`src/rtl/fifo_pkg.sv`:
```
// Shared definitions for the dual-clock FIFO pointer controllers.
package fifo_pkg;
  localparam int PTRSIZE         = 10;
  localparam int SYNC_STAGES_DEF = 2;

  typedef logic [PTRSIZE:0] ptr_t;

  function automatic ptr_t bin2gray(input ptr_t b);
    return b ^ (b >> 1);
  endfunction
endpackage

```
`src/rtl/gray2bin.sv`:
```
// Combinational Gray-to-binary converter; each binary bit is the XOR of all Gray bits at or above it.
module gray2bin #(
  parameter int WIDTH = 11
) (
  input  logic [WIDTH-1:0] gray,
  output logic [WIDTH-1:0] bin
);
  for (genvar i = 0; i < WIDTH; i++) begin : g_bit
    assign bin[i] = ^gray[WIDTH-1:i];
  end
endmodule

```
`src/rtl/ptr_sync.sv`:
```
// Plain flop chain for carrying a Gray pointer across clock domains (synchronous active-low reset).
module ptr_sync #(
  parameter int WIDTH  = 11,
  parameter int STAGES = 2
) (
  input  logic             clk,
  input  logic             rst_n,
  input  logic [WIDTH-1:0] d,
  output logic [WIDTH-1:0] q
);
  logic [STAGES-1:0][WIDTH-1:0] sync_q;

  // Nothing but flops between stages so each bit resolves independently.
  always_ff @(posedge clk) begin
    if (!rst_n) sync_q <= '0;
    else        sync_q <= {sync_q[STAGES-2:0], d};
  end

  assign q = sync_q[STAGES-1];
endmodule

```
`src/rtl/fifo_rd_ctrl.sv`:
```
// Read-side pointer/flag controller of the async FIFO.
// Optional sticky underflow output enabled by defining FIFO_RD_UNDERFLOW_FLAG_EN.
module fifo_rd_ctrl
  import fifo_pkg::*;
#(
  parameter int ptrsize     = PTRSIZE,
  parameter int SYNC_STAGES = SYNC_STAGES_DEF,
  parameter int AE_THRESH   = 4
) (
  input  logic               rclk,
  input  logic               rrst_n,
  input  logic               rd_en,
  input  logic [ptrsize:0]   wptr_gray,
  output logic [ptrsize:0]   rptr_gray,
  output logic [ptrsize-1:0] raddr,
  output logic               ren,
  output logic               rempty,
  output logic               ralmost_empty,
  output logic [ptrsize:0]   rlevel
`ifdef FIFO_RD_UNDERFLOW_FLAG_EN
  ,
  output logic               rd_underflow
`endif
);
  typedef logic [ptrsize:0] rptr_t;

  localparam rptr_t AE_LVL = rptr_t'(AE_THRESH);

  rptr_t rbin, rbin_next, rgray_next;
  rptr_t wgray_s, wbin_s, lvl_next;
  logic  rinc;

  ptr_sync #(.WIDTH(ptrsize+1), .STAGES(SYNC_STAGES)) u_wsync (
    .clk   (rclk),
    .rst_n (rrst_n),
    .d     (wptr_gray),
    .q     (wgray_s)
  );

  gray2bin #(.WIDTH(ptrsize+1)) u_g2b (
    .gray (wgray_s),
    .bin  (wbin_s)
  );

  assign rinc       = rd_en & ~rempty;
  assign ren        = rinc;
  assign raddr      = rbin[ptrsize-1:0];
  assign rbin_next  = rbin + rptr_t'(rinc);
  assign rgray_next = rbin_next ^ (rbin_next >> 1);
  assign lvl_next   = wbin_s - rbin_next;

  // Flags compare against the pre-edge wgray_s, so a pointer arriving on the
  // same edge as the last read leaves rempty set one extra cycle (safe side).
  always_ff @(posedge rclk) begin
    if (!rrst_n) begin
      rbin          <= '0;
      rptr_gray     <= '0;
      rempty        <= 1'b1;
      ralmost_empty <= 1'b1;
      rlevel        <= '0;
    end else begin
      rbin          <= rbin_next;
      rptr_gray     <= rgray_next;
      rempty        <= (rgray_next == wgray_s);
      ralmost_empty <= (lvl_next <= AE_LVL);
      rlevel        <= lvl_next;
    end
  end

`ifdef FIFO_RD_UNDERFLOW_FLAG_EN
  always_ff @(posedge rclk) begin
    if (!rrst_n)              rd_underflow <= 1'b0;
    else if (rd_en && rempty) rd_underflow <= 1'b1;
  end
`endif
endmodule
```
`config.mk`:
```
export PLATFORM = sky130hd
export DESIGN_NAME = fifo_rd_ctrl
export DESIGN_NICKNAME = d
export VERILOG_FILES = /design/src/rtl/fifo_pkg.sv /design/src/rtl/gray2bin.sv /design/src/rtl/ptr_sync.sv /design/src/rtl/fifo_rd_ctrl.sv
export SDC_FILE = /design/constraint.sdc
export NUM_CORES = 1
export LEC_CHECK = 0
export BUFFER_PORTS_ARGS = -buffer_cell sky130_fd_sc_hd__buf_2
export CELL_PAD_IN_SITES_DETAIL_PLACEMENT = 0
export CELL_PAD_IN_SITES_GLOBAL_PLACEMENT = 2
export CORE_AREA = 2 2 106 87
export DETAILED_ROUTE_END_ITERATION = 7
export DIE_AREA = 0 0 108 89
export PLACE_DENSITY_LB_ADDON = 0.1
export SETUP_SLACK_MARGIN = 0.4
export SLEW_MARGIN = 0
export SYNTH_ARGS = -nofsm -noshare
export SYNTH_HDL_FRONTEND = slang
export SYNTH_SLANG_ARGS = --single-unit
```
`constraint.sdc`:
```
create_clock -name rclk -period 5.85 [get_ports rclk]
set_input_delay 0.2925 -clock rclk [delete_from_list [all_inputs] [get_ports rclk]]
set_output_delay 0.2925 -clock rclk [all_outputs]
set_load 0.02 [all_outputs]
```
# Yosys cells after proc, flatten, opt, wreduce, memory -nomap -nowiden
# Index checks and enable logic that the tools add are counted.
[totals]
register_bits = 57
inputBits = 14
out_inout_bits = 35
word_cells = 24
[op_classes]
addsub = 2
reduce_logical = 10
bitwise = 3
eq_ne = 1
order_cmp = 1
[ops]
columns = ["op", "count"]
rows = [
  ["$add 11x1->11", 1],
  ["$eq 11x11->1", 1],
  ["$le 11x3->1 const B", 1],
  ["$reduce_xor 11->1", 1],
  ["$sub 11x11->11", 1],
  ["$xor 11x10->11", 1],
  ["$reduce_xor 10->1", 1],
  ["$reduce_xor 9->1", 1],
  ["$reduce_xor 8->1", 1],
  ["$reduce_xor 7->1", 1],
  ["$reduce_xor 6->1", 1],
  ["$reduce_xor 5->1", 1],
  ["$reduce_xor 4->1", 1],
  ["$reduce_xor 3->1", 1],
  ["$reduce_xor 2->1", 1],
  ["$and 1x1->1", 1],
  ["$not 1->1", 1],
]

# Logic depth before layout (Yosys ltp)
# Gate-level depths: netlist (run 1).
[logic_depth]
word_depth = 5
depth_mapped = 16
depth_no_buf = 16

# By module
# A second synthesis (run 1) with hierarchy kept.
[unflattened]
hier_cells = 294
hier_area_um2 = 2849.0
[modules_own_cells]
columns = ["module", "cells_each", "instances", "seq_area_each_um2", "area_per_inst_um2"]
rows = [
  ["fifo_rd_ctrl", 221, 1, 680.7, 1934.4],
  ["ptr_sync", 57, 1, 440.4, 703.2],
  ["gray2bin", 16, 1, 0.0, 211.5],
]

# Worst setup path before layout (run 1)
# OpenSTA, ideal clock, no wires.
[synth_path]
kind = "flip-flop to flip-flop"
startpoint = "register u_wsync.sync_q, in the netlist u_wsync.q[9]"
endpoint = "register ralmost_empty"
setup_ps = 96
path_buffers = 0
synth_period_minus_slack_ps = 4105
t_required_ps = 5754
arrival_ps = 4009
slack_ps = 1745
stages_incl_launch_ff = 14
cell_sequence = "dfxtp_1 xor3_1 xnor3_2 xnor2_4 xor2_1 xor2_1 ha_1 fa_1 maj3_4 maj3_2 a21oi_2 xnor2_1 or4_1 o41ai_2"
[synth_via]
elab_chain_cells = 3
elab_cells_between_ends = 12
classes_between = "add/sub: 1; order compare: 1; reduce/logical: 10"
[synth_rtl]
columns = ["item", "line_no", "text"]
rows = [
  ["start, declared", "ptr_sync.sv:11", "logic [STAGES-1:0][WIDTH-1:0] sync_q;"],
  ["start signal, assigned", "ptr_sync.sv:16", "else sync_q <= {sync_q[STAGES-2:0], d};"],
  ["$reduce_xor 11->1 (tied with other cells)", "gray2bin.sv:9", "assign bin[i] = ^gray[WIDTH-1:i];"],
  ["$sub 11x11->11 (*)", "fifo_rd_ctrl.sv:50", "assign lvl_next = wbin_s - rbin_next;"],
  ["$le 11x3->1 (*)", "fifo_rd_ctrl.sv:65", "ralmost_empty <= (lvl_next <= AE_LVL);"],
  ["end signal, assigned", "fifo_rd_ctrl.sv:65", ""],
  ["end, declared", "fifo_rd_ctrl.sv:18", "output logic ralmost_empty,"],
]
# Mark *: on every way between the ends. The rest lies on a longest branch, timed or not.
# A chain may end at the register's enable or synchronous reset.

# Worst setup path after layout (run 1)
# Ends and elaborated chain as after synthesis.

==> run_results.csv, run 1 <==
group,metric,value,unit
run_status,status,"finished clean",
global_route,grt_pass1_vias,1998,
setup_path,worstSetupEndpointType,"flip-flop",
pwr,irDropWorstVdd,0.104,mV
finish,syn_to_final_growth,15.5,%
cts,insertion_delay,310,ps
logic_synthesis,synth_compound_area_frac,0.0985,
logic_synthesis,muxShareOfSynthArea,0.00707,
finish,final_cell_area,3270,µm²
logic_synthesis,synth_fp_nets,330,
floorplan,initial_core_util,0.335,
route,firstDrtPassIters,4,
timing,finalSetupViolations,0,
timing,setup-tns-final,0,ps
cts,cts_tree,"built",
place,io_buffers,48,
setup_path,crit_arrival,5030,ps
floorplan,die_w,108,µm
logic_synthesis,synth-main-ff-cell,"dfxtp_1",
route,top_layer_used,"met4",
setup_path,worstReg2RegEnd,"ralmost_empty$_SDFF_PN1_",
logic_synthesis,synth-xor-area-share,0.200,
global_route,grt_overflow_total,0,
setup_path,cp.required,6030,ps
logic_synthesis,async_flop_share,0,
finish,antenna_cells,0,
route,wl,6230,µm
timing,max_freq,206,MHz
route,dr_total_vias,2113,
cts,cts_buffers,5,
route,wl_met2,2510,µm
timing,tightest_slew,1080,ps
route,ant_nets,0,
job,maxCapViolations,0,
cts,cts_root_buffer,"clkbuf_8",
floorplan,core_area,8450,µm²
logic_synthesis,syn_inst,308,
timing,clock_skew,10.4,ps
finish,utilization,0.387,
logic_synthesis,yosysSeqAreaShare,0.396,
logic_synthesis,synth_edf_count,0,
floorplan,num_rows,30,
route,wl_per_cell,13.4,µm
floorplan,die-area,9610,µm²
cts,cts-hold-fix-buffers,0,
timing,finalHoldViolations,0,
setup_path,critical_path_class,"flip-flop to flip-flop",
setup_path,r2r_slack,1000,ps
logic_synthesis,synth_fa_ha_area_frac,0.0539,
setup_path,r2r-start,"u_wsync.q[9]$_SDFF_PN0_",
place,hpwl,4720,µm
logic_synthesis,yosysUniqueCellTypes,49,
setup_path,critPathMaxFanout,11,
hold_path,hold_class,"input pin to flip-flop",
global_route,grt.total_usage,0.139,
cts,post_cts_buffers,0,
place,postPlaceCellArea,3180,µm²
finish,drive_gt1_frac,0.195,
cts,clk_pin_slew_worst_paths,100,ps
route,route.met3.wl,322,µm
logic_synthesis,ys_warn_count,0,
setup_path,cp-start-kind,"flip-flop",
route,wl_met1,3300,µm
cts,htreeDepth,2,
logic_synthesis,synth-simple-area-share,0.217,
floorplan,ios,49,
logic_synthesis,synth-seq-cells,56,
global_route,antenna_found_initial,0,
finish,fillers,884,
timing,slew_viol_final,0,
hold_path,hold_path_end,"u_wsync.sync_q[8]$_SDFF_PN0_",
place,routabilityCongestion,0.854,
cts,cts-resized-gates,0,
timing,fin_crit_sh,0.829,
hold_path,hp-start,"wptr_gray[8]",
logic_synthesis,postSynthAreaPerCell,9.20,µm²
route,route.detailed.vias_per_inst,4.54,
hold_path,hold_depth,2,
timing,layout_min_cycle_time,4850,ps
floorplan,die_y,89,µm
route,drtIter0Drc,160,
global_route,grt_max_degree,34,
timing,rsz0062_at_grt,"no",
setup_path,r2r_cells,16,
logic_synthesis,synth_top_family_by_area,"simple AND/OR/NAND/NOR gates",
finish,fin_nets,374,
logic_synthesis,synth_area,2830,µm²
cts,cts.sinks,56,
pwr,power_density,282,nW/µm²
route,drc_errors,0,
global_route,grt_first_pass_wirelength,10200,µm
cts,clockBufferDepth,2,
pwr,power_leakage,1.39,nW
timing,slew-limit-headroom,0.278,
synth_stat cells (3+ instances only):
library cell  instances  area share
nor4_1                3      0.0066
nand3_1              10       0.018
dfxtp_1              56        0.40
nor3_1                6       0.011
nand2b_1              4      0.0088
ha_1                  7       0.031
inv_1                 7      0.0093
a21oi_1              11       0.019
clkbuf_1             10       0.013
and3_1                5       0.011
xnor2_1              35        0.11
nand2_1              23       0.030
o221ai_1              3      0.0093
o21ai_0               6       0.011
and2_1               31       0.068
nor2_1               32       0.042
or3_1                 3      0.0066
xor2_1               16       0.049
critical path: stages (launching register included):
cell	delay (ps)
dfxtp_1	350
xor3_1	750
xnor3_2	420
xnor2_4	260
xor2_1	340
xor2_1	120
ha_1	240
fa_1	470
a21oi_1	190
o221ai_1	130
a21oi_1	140
o211a_1	180
o31ai_2	80
a22oi_1	340
nor3_1	100
nor4_1	460
o41ai_2	130
cell usage in the layout (no fill, tap or decap), types with 3 or more instances in the layout:
cell | netlist | layout
o221ai_1 | 3 | 3
inv_1 | 7 | 7
buf_2 | 0 | 48
clkbuf_8 | 0 | 6
xnor2_1 | 35 | 35
and3_1 | 5 | 5
nand3_1 | 10 | 10
o21ai_0 | 6 | 6
nor4_1 | 3 | 3
nand2_1 | 23 | 23
nor3_1 | 6 | 6
and2_1 | 31 | 31
nor2_1 | 32 | 32
dfxtp_1 | 56 | 56
a21oi_1 | 11 | 11
or3_1 | 3 | 3
ha_1 | 7 | 7
xor2_1 | 16 | 16
nand2b_1 | 4 | 4
registers in the layout (all words and copies together), names as in the netlist:
signal,count
rlevel,11
rptr_gray,11
u_wsync.q,11
u_wsync.sync_q,11
rbin,10
ralmost_empty,1
rempty,1
final cells by class:
type,count,area [µm²],share of cell area
clock buffer,6,82.6,0.0252
clock inverter,2,13.8,0.00421
multi-input combinational,232,1630,0.499
tap,112,140,0.0428
inverter,7,26.3,0.00803
timing repair buffer,50,255,0.0780
sequential,56,1120,0.343
per-stage QoR:
step	worst slack (ps)	power, mW	instances	hold slack (ps)
after CTS	958	0.935	465	167
final	1000	0.924	465	175
after global placement	1190	0.709	457	414
after floorplan	1750	0.642	308	412
after detailed placement	1000	0.708	457	417
after global routing	670	0.989	465	164
logic make-up (layout without fill, tap and decap cells):
| kind of cell | count (synthesis) | count (layout) |
|---|---|---|
| buffers and inverters | 20 | 65 |
| and+or+nand+nor | 123 | 123 |
| DFF | 56 | 56 |
| xor gates and xnor gates | 56 | 56 |
| adders and majority gates | 12 | 12 |
| AOI/OAI and AO/OA | 39 | 39 |
| muxes | 2 | 2 |
metal layers:
metal / global-route usage / vias up
met5: 0 / -
met4: 0.0455 / 0
met3: 0.0292 / 10
met2: 0.201 / 50
met1: 0.207 / 933
li1: - / 1120
power by group:
| group | leakage, nW | total [mW] | switching [mW] | internal (mW) |
|---|---|---|---|---|
| clock | 0.0516 | 0.226 | 0.129 | 0.0972 |
| sequential | 0.460 | 0.423 | 0.0116 | 0.411 |
| combinational | 0.877 | 0.276 | 0.162 | 0.114 |
| total | 1.39 | 0.924 | 0.302 | 0.622 |
worst max-delay path by stage:
stage / from / endpoint / cells past startpoint
floorplan: u_wsync.q[9]$_SDFF_PN0_ / ralmost_empty$_SDFF_PN1_ / 13
CTS: u_wsync.q[9]$_SDFF_PN0_ / ralmost_empty$_SDFF_PN1_ / 16
finish: u_wsync.q[9]$_SDFF_PN0_ / ralmost_empty$_SDFF_PN1_ / 16
detailed placement: u_wsync.q[9]$_SDFF_PN0_ / ralmost_empty$_SDFF_PN1_ / 16
global placement: u_wsync.q[9]$_SDFF_PN0_ / ralmost_empty$_SDFF_PN1_ / 16
global route: u_wsync.q[9]$_SDFF_PN0_ / ralmost_empty$_SDFF_PN1_ / 16
Power figures use the tool's default switching activity.
==> run 2, diff against run 1 <==
--- a/config.mk
+++ b/config.mk
@@ -5,12 +5,13 @@
 export SDC_FILE = /design/constraint.sdc
 export NUM_CORES = 1
 export LEC_CHECK = 0
+export ABC_AREA = 1
 export BUFFER_PORTS_ARGS = -buffer_cell sky130_fd_sc_hd__buf_2
 export CELL_PAD_IN_SITES_DETAIL_PLACEMENT = 0
 export CELL_PAD_IN_SITES_GLOBAL_PLACEMENT = 2
-export CORE_AREA = 2 2 106 87
+export CORE_AREA = 2 2 120 99
 export DETAILED_ROUTE_END_ITERATION = 7
-export DIE_AREA = 0 0 108 89
+export DIE_AREA = 0 0 122 101
 export PLACE_DENSITY_LB_ADDON = 0.1
 export SETUP_SLACK_MARGIN = 0.4
 export SLEW_MARGIN = 0
==> constraint.sdc (replaced) <==
create_clock -name rclk -period 4 [get_ports rclk]
set_input_delay 0.2 -clock rclk [delete_from_list [all_inputs] [get_ports rclk]]
set_output_delay 0.2 -clock rclk [all_outputs]
set_load 0.02 [all_outputs]
==> run 2 against run 1 <==
Against the previous run: non-clock buffer count shrank 2; total power grew 57%; largest cell class unchanged; critical path type unchanged; utilization shrank 6.7 points; fmax grew 60%; setup slack lost 36 ps; critical endpoint unchanged.
==> run_results.csv, run 2 <==
group,metric,value,unit
setup_path,critical_path_class,"flip-flop to flip-flop",
route,wl_per_cell,12.3,µm
timing,slew_viol_final,0,
pwr,power.switching,0.483,mW
logic_synthesis,synth_top_area_frac,0.369,
timing,clock_skew,9.49,ps
global_route,grt_first_pass_wirelength,12600,µm
logic_synthesis,ys_warn_count,0,
route,wl,7700,µm
cts,cts-hold-fix-buffers,0,
timing,setup-tns-final,0,ps
setup_path,worstReg2RegEnd,"ralmost_empty$_SDFF_PN1_",
hold_path,hold_class,"input pin to flip-flop",
logic_synthesis,postSynthAreaPerCell,7.14,µm²
setup_path,cp-start-kind,"flip-flop",
logic_synthesis,synth_edf_count,0,
timing,finalHoldViolations,0,
setup_path,critPathTopFamily,"simple AND/OR/NAND/NOR gates",
setup_path,startpoint,"u_wsync.q[5]$_SDFF_PN0_",
pwr,power_density,405,nW/µm²
route,drc_errors,0,
pwr,power_leakage,1.96,nW
cts,cts_tree,"built",
setup_path,critPathMaxStageDelay,380,ps
timing,fin_crit_sh,0.759,
route,drtIter0Drc,121,
setup_path,r2r_cells,21,
setup_path,r2r_slack,970,ps
setup_path,cpMostUsedCell,"nand2_1",
floorplan,ios,49,
logic_synthesis,yosysSeqAreaShare,0.369,
cts,clockBufferDepth,2,
pwr,swShare,0.333,
logic_synthesis,yosysUniqueCellTypes,33,
cts,cts_buffers,5,
logic_synthesis,netlist_top_cells_area,"dfxtp_1 37%, nand2_1 17%, xor2_1 6.9%",
route,dr_total_vias,2574,
logic_synthesis,synth-main-ff-cell,"dfxtp_1",
setup_path,r2r-start,"u_wsync.q[5]$_SDFF_PN0_",
global_route,grt_overflow_total,0,
logic_synthesis,yosys.area.top_type,"dfxtp_1",
cts,post_cts_buffers,0,
logic_synthesis,yosysMostFrequentCell,"nand2_1",
cts,clk_pin_slew_worst_paths,70,ps
pwr,clockPowerShare,0.294,
logic_synthesis,synth_area,3040,µm²
global_route,antenna_found_initial,0,
finish,fillers,1252,
floorplan,initial_core_util,0.272,
timing,finalSetupViolations,0,
pwr,power_frac_comb,0.283,
hold_path,hold_path_end,"u_wsync.sync_q[5]$_SDFF_PN0_",
floorplan,die-area,12300,µm²
cts,cts_root_buffer,"clkbuf_16",
hold_path,hold_depth,3,
finish,fin_nets,498,
cts,insertion_delay,300,ps
setup_path,critPathMaxFanout,5,
pwr,seqPwrFrac,0.423,
cts,cts.sinks,56,
floorplan,die_y,101,µm
finish,final_common_cell,"nand2_1",
floorplan,num_rows,35,
setup_path,crit_buf_inv,3,
place,routabilityCongestion,0.772,
route,ant_nets,0,
finish,utilization,0.321,
timing,slew-limit-headroom,0.605,
logic_synthesis,synth_common_cells,"139 x nand2_1, 56 x dfxtp_1, 55 x inv_1, 38 x nor2_1, 27 x nand3_1",
place,io_buffers,48,
timing,tightest_slew,593,ps
hold_path,hp-start,"wptr_gray[5]",
setup_path,worstPathCellList,"inv_1, nand2_1, nand2_1, nand2_1, nand2_1, inv_1, xor2_1, xor2_1, ha_1, fa_1, inv_1, nand3_1, o21ai_1, nand2_1, nand2_1, nand2_1, nor2_1, nand3_1, nand2_1, nand3_1, nor2_1",
floorplan,core_area,11200,µm²
pwr,intPower,0.968,mW
finish,syn_to_final_growth,17.7,%
finish,layout_common_cells,"139 x nand2_1, 56 x dfxtp_1, 55 x inv_1",
global_route,grt.total_usage,0.136,
global_route,grt_max_degree,30,
finish,drive_gt1_frac,0.204,
cts,htreeDepth,2,
logic_synthesis,async_flop_share,0,
timing,rsz0062_at_grt,"no",
job,maxCapViolations,0,
finish,antenna_cells,0,
route,firstDrtPassIters,4,
pwr,irDropWorstVdd,0.167,mV
logic_synthesis,synth_fp_nets,448,
logic_synthesis,synth-seq-cells,56,
setup_path,cp.required,4230,ps
timing,max_freq,330,MHz
run_status,status,"finished clean",
timing,layout_min_cycle_time,3030,ps
cts,cts-resized-gates,0,
logic_synthesis,syn_inst,426,
route,route.detailed.vias_per_inst,4.13,
setup_path,worstSetupEndpointType,"flip-flop",
floorplan,die_w,122,µm
setup_path,cp_slowest_cell,"fa_1",
global_route,grt_pass1_vias,2395,
setup_path,crit_arrival,3270,ps
place,hpwl,6030,µm
[run 2: area by class of cell]
type	count	area, µm²	area share
multi-input cells	297	1650	0.459
flip-flops and latches	56	1120	0.313
inverters	68	255	0.0713
repair buffers	48	240	0.0671
well taps	148	185	0.0517
clock buffers	6	129	0.0360
clock inverters	1	5.00	0.00140
[run 2: worst reg2reg max path, delay by kind of cell, from the launching register on]
| kind | cells | cell delay, ps |
|---|---|---|
| AND/OR/NAND/NOR | 13 | 1110 |
| adder cells (fa/ha/maj) | 2 | 620 |
| buffers and inverters | 3 | 420 |
| flip-flops | 1 | 350 |
| XOR/XNOR | 2 | 330 |
| AO/OA/AOI/OAI | 1 | 140 |
[run 2: how the worst max path moves through the flow]
stage                                     endpoint  slack, ps  depth (start not counted)
after floorplan           ralmost_empty$_SDFF_PN1_       1200                         20
after global placement    ralmost_empty$_SDFF_PN1_       1020                         21
after detailed placement  ralmost_empty$_SDFF_PN1_        990                         21
after CTS                 ralmost_empty$_SDFF_PN1_        950                         21
after global routing      ralmost_empty$_SDFF_PN1_        520                         21
final                     ralmost_empty$_SDFF_PN1_        970                         21
[run 2: through the flow]
stage          cells  setup WS, ps  power, mW  cell area [µm²]  hold WS, ps
2_1_floorplan    426          1200      0.934             3040          298
3_3_place_gp     617          1020       1.05             3450          381
3_5_place_dp     617           987       1.04             3450          386
4_1_cts          624           946       1.48             3580         75.6
5_1_grt          624           524       1.57             3580         83.4
6_report         624           966       1.45             3580         82.3
[run 2: power groups by stage]
stage               clock network [mW]  logic [mW]  registers [mW]
finish                           0.427       0.411           0.613
floorplan                            0       0.267           0.667
global route                     0.474       0.479           0.617
global placement                     0       0.420           0.626
CTS                              0.451       0.418           0.614
detailed placement                   0       0.415           0.627
[run 2: metal layers]
layer | global-route usage | part of all wire
met5 | 0 | 0
met4 | 0.0371 | 0.013
met3 | 0.0305 | 0.051
met2 | 0.192 | 0.38
met1 | 0.205 | 0.55
[run 2: cells by family (layout without fill, tap and decap cells)]
family	Yosys count	after routing	synth area share
AOI/OAI and AO/OA	11	11	0.0210
xor gates and xnor gates	41	41	0.134
adders and majority gates	8	8	0.0354
buffers and inverters	73	123	0.0905
DFF	56	56	0.369
and+or+nand+nor	237	237	0.350
